### src/rtl/can_timing_pkg.sv
// Shared CAN bit-timing definitions: transmitter FSM states, bus levels
// and the nominal-bit-time helper.
package can_timing_pkg;

  typedef enum logic [1:0] {
    IDLE  = 2'd0,
    DATA  = 2'd1,
    STUFF = 2'd2
  } tx_state_e;

  localparam logic CAN_RECESSIVE = 1'b1;
  localparam logic CAN_DOMINANT  = 1'b0;

  // Nominal bit time in time quanta: SYNC (1 TQ) + TSEG1 + TSEG2.
  function automatic int calc_nbt(input int tseg1, input int tseg2);
    return 1 + tseg1 + tseg2;
  endfunction

endpackage

### src/rtl/can_tq_counter.sv
// Prescaler and time-quantum counters for one CAN bit. Flags the last
// clock of the bit and the sample point. restart holds both counters at 0.
module can_tq_counter
  import can_timing_pkg::*;
#(
  parameter  int PRESCALER = 4,
  parameter  int TSEG1     = 13,
  parameter  int TSEG2     = 2,
  localparam int NBT       = calc_nbt(TSEG1, TSEG2),
  localparam int TQ_W      = $clog2(NBT),
  localparam int PRE_W     = (PRESCALER > 1) ? $clog2(PRESCALER) : 1
) (
  input  logic            clock,
  input  logic            reset_n,
  input  logic            restart,
  output logic [TQ_W-1:0] tq_idx,
  output logic            bit_end,
  output logic            sample_point
);

  localparam logic [PRE_W-1:0] PRE_LAST = PRE_W'(PRESCALER - 1);
  localparam logic [TQ_W-1:0]  TQ_LAST  = TQ_W'(NBT - 1);
  localparam logic [TQ_W-1:0]  SP_IDX   = TQ_W'(1 + TSEG1);

  logic [PRE_W-1:0] r_pre_cnt;
  logic [TQ_W-1:0]  r_tq_idx;
  logic             w_pre_last;

  // With PRESCALER=1 the prescaler is always at its last value, so it stays 0.
  assign w_pre_last = (r_pre_cnt == PRE_LAST);

  // Prescaler: counts clocks within one time quantum.
  always_ff @(posedge clock or negedge reset_n) begin
    if (!reset_n) begin
      r_pre_cnt <= '0;
    end else if (restart || w_pre_last) begin
      r_pre_cnt <= '0;
    end else begin
      r_pre_cnt <= r_pre_cnt + 1'b1;
    end
  end

  // TQ index: advances on each prescaler wrap, wraps at the end of the bit.
  always_ff @(posedge clock or negedge reset_n) begin
    if (!reset_n) begin
      r_tq_idx <= '0;
    end else if (restart) begin
      r_tq_idx <= '0;
    end else if (w_pre_last) begin
      r_tq_idx <= (r_tq_idx == TQ_LAST) ? '0 : r_tq_idx + 1'b1;
    end
  end

  assign tq_idx       = r_tq_idx;
  assign bit_end      = (r_tq_idx == TQ_LAST) && w_pre_last;
  assign sample_point = (r_tq_idx == SP_IDX) && (r_pre_cnt == '0);

endmodule

### src/rtl/can_bit_transmitter.sv
// CAN transmit bit engine: accepts one bit per handshake, drives it for one
// nominal bit time, and inserts a complementary stuff bit after STUFF_LEN
// identical bits when stuffing is enabled for the bit that completes the run.
module can_bit_transmitter
  import can_timing_pkg::*;
#(
  parameter int PRESCALER = 4,
  parameter int TSEG1     = 13,
  parameter int TSEG2     = 2,
  parameter int STUFF_LEN = 5
) (
  input  logic clock,
  input  logic reset_n,
  input  logic bit_valid,
  input  logic bit_data,
  output logic bit_ready,
  input  logic stuff_en,
  output logic tx_out,
  output logic tx_point,
  output logic sample_point,
  output logic stuff_active,
  output logic busy
);

  localparam int NBT   = calc_nbt(TSEG1, TSEG2);
  localparam int TQ_W  = $clog2(NBT);
  localparam int RUN_W = $clog2(STUFF_LEN + 1);
  localparam logic [RUN_W-1:0] RUN_MAX = RUN_W'(STUFF_LEN);
  localparam logic [RUN_W-1:0] RUN_ONE = RUN_W'(1);

  tx_state_e        r_state;
  logic             r_tx_out;
  logic             r_tx_point;
  logic             r_last_bit;
  logic             r_stuff_pend;
  logic [RUN_W-1:0] r_run_cnt;
  logic [RUN_W-1:0] w_run_next;

  logic [TQ_W-1:0]  w_tq_idx;
  logic             w_bit_end;
  logic             w_sp;
  logic             w_busy;
  logic             w_accept;
  logic             w_to_stuff;

  assign w_busy = (r_state != IDLE);

  can_tq_counter #(
    .PRESCALER (PRESCALER),
    .TSEG1     (TSEG1),
    .TSEG2     (TSEG2)
  ) u_tq_counter (
    .clock        (clock),
    .reset_n      (reset_n),
    .restart      (~w_busy),
    .tq_idx       (w_tq_idx),
    .bit_end      (w_bit_end),
    .sample_point (w_sp)
  );

  // A pending stuff bit blocks the handshake so it goes out before the next data bit.
  assign bit_ready  = ~w_busy | (w_bit_end & ~r_stuff_pend);
  assign w_accept   = bit_valid & bit_ready;
  assign w_to_stuff = (r_state == DATA) & w_bit_end & r_stuff_pend;

  // Run length the incoming bit would produce; 0 means no run history.
  always_comb begin
    w_run_next = RUN_ONE;
    if ((r_run_cnt != '0) && (bit_data == r_last_bit)) begin
      w_run_next = (r_run_cnt == RUN_MAX) ? RUN_MAX : r_run_cnt + RUN_ONE;
    end
  end

  // Bit sequencing: data handshake, stuff insertion, return to idle.
  always_ff @(posedge clock or negedge reset_n) begin
    if (!reset_n) begin
      r_state      <= IDLE;
      r_tx_out     <= CAN_RECESSIVE;
      r_tx_point   <= 1'b0;
      r_last_bit   <= CAN_RECESSIVE;
      r_stuff_pend <= 1'b0;
      r_run_cnt    <= '0;
    end else begin
      r_tx_point <= w_accept | w_to_stuff;
      if (w_accept) begin
        r_state    <= DATA;
        r_tx_out   <= bit_data;
        r_last_bit <= bit_data;
        if (stuff_en) begin
          r_run_cnt    <= w_run_next;
          r_stuff_pend <= (w_run_next == RUN_MAX);
        end else begin
          r_run_cnt    <= '0;
          r_stuff_pend <= 1'b0;
        end
      end else if (w_to_stuff) begin
        r_state      <= STUFF;
        r_tx_out     <= ~r_last_bit;
        r_last_bit   <= ~r_last_bit;
        r_run_cnt    <= RUN_ONE;
        r_stuff_pend <= 1'b0;
      end else if (w_busy && w_bit_end) begin
        r_state   <= IDLE;
        r_tx_out  <= CAN_RECESSIVE;
        r_run_cnt <= '0;
      end
    end
  end

  // Counters are held at zero whenever no bit is being driven.
  a_idle_counters_clear: assert property (
    @(posedge clock) disable iff (!reset_n) (r_state == IDLE) |-> (w_tq_idx == '0)
  );

  assign tx_out       = r_tx_out;
  assign tx_point     = r_tx_point;
  assign sample_point = w_sp & w_busy;
  assign stuff_active = (r_state == STUFF);
  assign busy         = w_busy;

endmodule
### config.mk
export PLATFORM = sky130hd
export DESIGN_NAME = can_bit_transmitter
export DESIGN_NICKNAME = d
export VERILOG_FILES = /design/src/rtl/can_timing_pkg.sv /design/src/rtl/can_tq_counter.sv /design/src/rtl/can_bit_transmitter.sv
export SDC_FILE = /design/constraint.sdc
export NUM_CORES = 1
export LEC_CHECK = 0
export ABC_AREA = 0
export CAP_MARGIN = 10
export CELL_PAD_IN_SITES_DETAIL_PLACEMENT = 1
export CELL_PAD_IN_SITES_GLOBAL_PLACEMENT = 1
export CORE_ASPECT_RATIO = 0.8
export CORE_MARGIN = 8
export CORE_UTILIZATION = 44
export DETAILED_ROUTE_END_ITERATION = 16
export PLACE_DENSITY = 0.81
export SYNTH_ARGS = -nofsm -noshare
export SYNTH_HDL_FRONTEND = slang
export SYNTH_SLANG_ARGS = --single-unit
export TNS_END_PERCENT = 20
### constraint.sdc
create_clock -name clock -period 4.7 [get_ports clock]
set_clock_uncertainty 0.2 [all_clocks]
set_input_delay 0.47 -clock clock [delete_from_list [all_inputs] [get_ports clock]]
set_output_delay 0.47 -clock clock [all_outputs]
set_load 0.1 [all_outputs]
==> flow_metrics.env, run 1 <==
export IMPL_clkTransAtPathRegs_ps=90
export IMPL_drc=0
export IMPL_layout_drive_gt1_share_pct=15.5
export IMPL_cap_violations=0
export IMPL_fp_coreArea_sq_um=1860
export IMPL_area_growth_pct=16.7
export IMPL_initial_utilization_pct=45.6
export IMPL_yosysWarnings=0
export IMPL_nets=107
export IMPL_vias_per_cell=5.51
export IMPL_gp_congestion=0.771
export IMPL_crit_fanout=8
export IMPL_io_pins=11
export IMPL_max_freq_mhz=302
export IMPL_placed_cell_area_sq_um=961
export IMPL_grt_pass1_vias=701
export IMPL_fin_util_pct=53.2
export IMPL_dr_pass1_iters=4
export IMPL_cp_required_ps=4030
export IMPL_die_area_sq_um=3590
export IMPL_cts_buffers_inserted=3
export IMPL_setup_violations=0
export IMPL_post_route_cell_area_sq_um=988
export IMPL_hold_path_class="register to register"
export IMPL_synth_yosys_seq_area_share_pct=44.6
export IMPL_h_tree_depth=1
export IMPL_p_leak_nw=0.398
export IMPL_status="finished, final reports clean"
export IMPL_relSlewSlack_pct=34.6
export IMPL_antenna_cells=0
export IMPL_setup_slack_ps=1390
export IMPL_track_usage_pct=12.4
export IMPL_crit_arrival_ps=2640
export IMPL_route_vias_total=667
export IMPL_ir_worst_vdd_mv=0.187
export IMPL_wl_per_cell_microns=15.9
export IMPL_end_kind="output pin"
export IMPL_worst_pin_slew_ps=977
export IMPL_die_w_microns=65.1
export IMPL_overflow=0
export IMPL_clk_path_buf_depth=2
export IMPL_fin_crit_sh_pct=70.4
export IMPL_grt_max_degree=16
export IMPL_hpwl_mm=1.56
export IMPL_tns_ps=0
export IMPL_synth_cell_type_count=35
export IMPL_die_h_microns=55.2
export IMPL_worstSetupStartpointType="register"
export IMPL_synth_area_per_cell_sq_um=9.97
export IMPL_crit_type="register to output pin"
export IMPL_cts_root_buf="clkbuf_4"
export IMPL_cts_resized=0
export IMPL_routed_wl_mm=1.93
export IMPL_row_count=14
export IMPL_hold_viol=0
export IMPL_cts_sinks=15
export IMPL_n_fill_cell=233
export IMPL_rsz0062_at_grt="no"
export IMPL_dp_slack_ps=1710
export IMPL_postRouteAntennaNets=0
export IMPL_cts_tree="yes"
export IMPL_period_minus_slack_ps=3310
export IMPL_grt_antenna_before_repair=0
export IMPL_syn_area_sq_um=847
export IMPL_synthCells=85
export IMPL_grt_pass1_wl_mm=3.51
export IMPL_cts_setup_buffers=0
export IMPL_cts_hold_buf=0
export IMPL_ys_ff_latch=15
export IMPL_finalMaxSlewViolations=0
export IMPL_synth_fp_nets=94
export IMPL_io_buffers=10
export IMPL_powerDensity_nw_per_um2=229
export IMPL_drtIter0Drc=19
export IMPL_clock_insertion_delay_worst_skew_ps=280
[per-stage QoR]
| stage | total power [mW] | hold slack, ps | std cells |
|---|---|---|---|
| 6_report | 0.226 | 280 | 121 |
| 3_5_place_dp | 0.157 | 270 | 117 |
| 2_1_floorplan | 0.147 | -25.6 | 85 |
| 4_1_cts | 0.230 | 283 | 121 |
| 3_3_place_gp | 0.156 | 248 | 117 |
| 5_1_grt | 0.237 | 289 | 121 |
[final cells by class]
cell class | count | area (sq um) | area share [%]
inverters | 8 | 30.0 | 3.04
flip-flops and latches | 15 | 378 | 38.2
well taps | 24 | 30.0 | 3.04
repair buffers | 10 | 100 | 10.1
clock buffers | 3 | 22.5 | 2.28
clock inverters | 1 | 5.00 | 0.506
multi-input cells | 60 | 423 | 42.8
[cell families (layout without fill, tap and decap cells)]
kind of cell	count (synthesis)	in the layout	share of synthesized area, %
xor gates and xnor gates	3	3	3.10
adders and majority gates	4	4	5.91
and+or+nand+nor	33	33	21.1
DFF	15	15	44.6
AOI/OAI and AO/OA	17	17	16.1
muxes	3	3	3.69
buffers and inverters	10	22	5.46
[path summary, 6_finish.rpt]
path                                                startpoint                                   to  slack (ps)  cells past startpoint
max in group asynchronous                              reset_n             r_run_cnt[2]$_DFFE_PN0P_        3490                      1
min reg2reg                u_tq_counter.r_pre_cnt[0]$_DFF_PN0_  u_tq_counter.r_pre_cnt[0]$_DFF_PN0_         280                      1
min in group asynchronous                              reset_n                   tx_point$_DFF_PN0_         390                      1
max reg2reg                 u_tq_counter.tq_idx[0]$_DFFE_PN0P_             r_stuff_pend$_DFFE_PN0P_        2700                      5
min                        u_tq_counter.r_pre_cnt[0]$_DFF_PN0_  u_tq_counter.r_pre_cnt[0]$_DFF_PN0_         280                      1
max                        u_tq_counter.r_pre_cnt[0]$_DFF_PN0_                            bit_ready        1390                      4
[cells in the final DEF, fill, tap and decap left out]
cell type	n
mux2_2	1
or3_1	2
o31ai_2	1
or4_1	1
and4_4	1
nand4_1	1
nand2_1	11
a32oi_1	1
a21oi_1	3
nand4_2	1
o32ai_1	1
dfstp_2	2
a31oi_4	1
a21o_2	1
nor3b_2	1
nand3_1	1
clkbuf_4	3
clkdlybuf4s50_1	10
clkinv_2	1
nor3b_1	2
xor2_1	1
nor2_2	1
xnor2_1	2
o21ai_0	4
a31oi_1	1
inv_1	8
a2bb2oi_1	1
o2bb2ai_1	1
mux2i_1	2
nor2_1	6
dfrtp_1	13
a31o_2	1
ha_1	4
o22a_1	1
nand2b_1	1
nor3_1	4
[state kept, by name, indices dropped and copies added (netlist names)]
name,cells
tx_point,1
tx_out,1
r_stuff_pend,1
r_run_cnt,3
r_last_bit,1
r_state,2
u_tq_counter.tq_idx,4
u_tq_counter.r_pre_cnt,2
[worst max-delay path: stages (launching register included)]
cell and delay (ps):
dfrtp_1 380, ha_1 370, nand4_2 210, o21ai_0 220
clkdlybuf4s50_1 1160
[layer usage]
metal | global-route usage (%) | up-vias | wire (microns)
li1 | - | 323 | -
met1 | 14.9 | 331 | 906
met2 | 19.4 | 11 | 912
met3 | 6.04 | 2 | 95
met4 | 2.80 | 0 | 11
met5 | 0 | - | 0
[synthesized netlist by cell type, drive strengths merged]
library cell / n / area (sq um)
a21o: 1 / 8.76
a21oi: 3 / 15.0
a2bb2oi: 1 / 8.76
a31o: 1 / 8.76
a31oi: 2 / 27.5
a32oi: 1 / 8.76
and4: 1 / 11.3
buf: 2 / 16.3
dfrtp: 13 / 325
dfstp: 2 / 52.6
ha: 4 / 50.1
inv: 8 / 30.0
mux2: 1 / 11.3
mux2i: 2 / 20.0
nand2: 11 / 41.3
nand2b: 1 / 6.26
nand3: 1 / 5.00
nand4: 2 / 18.8
nor2: 7 / 28.8
nor3: 4 / 20.0
nor3b: 3 / 27.5
o21ai: 4 / 20.0
o22a: 1 / 8.76
o2bb2ai: 1 / 8.76
o31ai: 1 / 12.5
o32ai: 1 / 8.76
or3: 2 / 12.5
or4: 1 / 7.51
xnor2: 2 / 17.5
xor2: 1 / 8.76
[where the power goes]
part	switching, mW	internal, mW
Combinational	0.0117	0.00756
Clock	0.0408	0.0316
Sequential	0.00246	0.132
(Power assumes the default switching activity.)
==> run 2: changes to the inputs <==
CORE_UTILIZATION = 41   (was 44)
PLACE_DENSITY = 0.77   (was 0.81)
clock period = 3.1 ns   (was 4.7 ns; I/O delays follow)
==> run 2 against run 1 <==
Net effect:
- critical path depth unchanged
- global-route usage decreased by 1.3 points
- via count decreased by 2.5%
- clock power increased by 55%
- first-iteration DRC count decreased by 37%
- combinational power increased by 48%
- non-clock buffer count unchanged
- critical path type unchanged
- register-to-register slack got worse by 1600 ps
- hold slack got worse by 62 ps
- largest power group unchanged
- sequential power increased by 51%
- wire length decreased by 2.6%
==> flow_metrics.env, run 2 (synthesis results as in run 1) <==
export IMPL_p_leak_nw=0.405
export IMPL_hold_path_class="primary input to asynchronous set/reset pin"
export IMPL_crit_chain="ha_1, nand4_2, o21ai_1, buf_4"
export IMPL_layout_common_cells="dfrtp_1, nand2_1, inv_1"
export IMPL_vias_per_cell=5.37
export IMPL_grt_antenna_before_repair=0
export IMPL_die_area_sq_um=3790
export IMPL_grt_max_degree=16
export IMPL_postRouteAntennaNets=0
export IMPL_rsz0062_at_grt="no"
export IMPL_cts_setup_buffers=0
export IMPL_crit_arrival_ps=1780
export IMPL_worstSetupStartpointType="register"
export IMPL_ir_worst_vdd_mv=0.238
export IMPL_slowest_delay_ps=400
export IMPL_route_vias_total=650
export IMPL_clkTransAtPathRegs_ps=90
export IMPL_cts_tree="yes"
export IMPL_grt_pass1_vias=673
export IMPL_h_tree_depth=1
export IMPL_status="finished, final reports clean"
export IMPL_clk_path_buf_depth=2
export IMPL_worst_pin_slew_ps=657
export IMPL_routed_wl_mm=1.88
export IMPL_tns_ps=0
export IMPL_finalMaxSlewViolations=0
export IMPL_max_freq_mhz=436
export IMPL_cap_violations=0
export IMPL_io_buffers=10
export IMPL_clock_insertion_delay_worst_skew_ps=290
export IMPL_die_w_microns=66.8
export IMPL_end_kind="output pin"
export IMPL_dr_pass1_iters=4
export IMPL_antenna_cells=0
export IMPL_hold_viol=0
export IMPL_cp_slowest_cell="ha_1"
export IMPL_io_pins=11
export IMPL_final_common_cell="dfrtp_1"
export IMPL_period_minus_slack_ps=2290
export IMPL_nets=107
export IMPL_die_h_microns=56.7
export IMPL_wl_per_cell_microns=15.5
export IMPL_powerDensity_nw_per_um2=355
export IMPL_path_delay_family="adder cells"
export IMPL_largest_reg_flops=4
export IMPL_cts_sinks=15
export IMPL_fp_coreArea_sq_um=1910
export IMPL_cts_resized=0
export IMPL_initial_utilization_pct=44.4
export IMPL_row_count=14
export IMPL_cts_root_buf="clkbuf_4"
export IMPL_fin_crit_sh_pct=74.0
export IMPL_area_growth_pct=14.8
export IMPL_cts_buffers_inserted=3
export IMPL_cp_required_ps=2590
export IMPL_crit_fanout=8
export IMPL_track_usage_pct=11.1
export IMPL_relSlewSlack_pct=56.0
export IMPL_path_buf_inv=1
export IMPL_grt_pass1_wl_mm=3.28
export IMPL_layout_drive_gt1_share_pct=20.6
export IMPL_setup_violations=0
export IMPL_overflow=0
export IMPL_drtIter0Drc=12
export IMPL_crit_type="register to output pin"
export IMPL_fin_util_pct=50.9
export IMPL_cts_hold_buf=0
export IMPL_drc=0
export IMPL_gp_congestion=0.771
export IMPL_hpwl_mm=1.44
export IMPL_power_total_mw=0.345
==> run 2: layer usage <==
metal | vias to the layer above | wire, microns | global-route usage, % | part of all wire (%)
met5 | - | 0 | 0 | 0
met3 | 2 | 83 | 4.95 | 4.4
met4 | 0 | 18 | 2.74 | 0.96
met1 | 319 | 925 | 14.7 | 49
li1 | 321 | - | - | -
met2 | 8 | 849 | 15.9 | 45
==> run 2: final timing paths <==
check | slack (ps) | endpoint | startpoint | cells past startpoint
min in group clock | 280 | u_tq_counter.r_pre_cnt[0]$_DFF_PN0_ | u_tq_counter.r_pre_cnt[0]$_DFF_PN0_ | 1
worst min register to register | 280 | u_tq_counter.r_pre_cnt[0]$_DFF_PN0_ | u_tq_counter.r_pre_cnt[0]$_DFF_PN0_ | 1
worst max register to register | 1080 | r_stuff_pend$_DFFE_PN0P_ | u_tq_counter.r_pre_cnt[0]$_DFF_PN0_ | 4
worst max-delay path | 810 | bit_ready | u_tq_counter.r_pre_cnt[0]$_DFF_PN0_ | 4
max in group asynchronous | 2060 | r_state[0]$_DFFE_PN0P_ | reset_n | 1
worst min-delay path | 220 | u_tq_counter.tq_idx[0]$_DFFE_PN0P_ | reset_n | 1
==> run 2: report_power, final <==
group	internal [mW]	switching, mW
Sequential	0.200	0.00379
Combinational	0.0112	0.0174
Clock	0.0501	0.0619
==> run 2: cell type report <==
cell class | count | area (sq um)
inverters | 8 | 30.0
multi-input cells | 60 | 423
well taps | 24 | 30.0
repair buffers | 10 | 85.1
flip-flops and latches | 15 | 378
clock buffers | 4 | 26.3
fillers | 233 | 937
==> run 2: per-stage QoR <==
step,hold slack (ps),std cells,area [sq um],worst slack [ps]
2_1_floorplan,-186,85,847,369
3_3_place_gp,258,117,946,1110
3_5_place_dp,273,117,946,1070
4_1_cts,253,121,972,792
5_1_grt,285,121,972,696
6_report,217,121,972,807
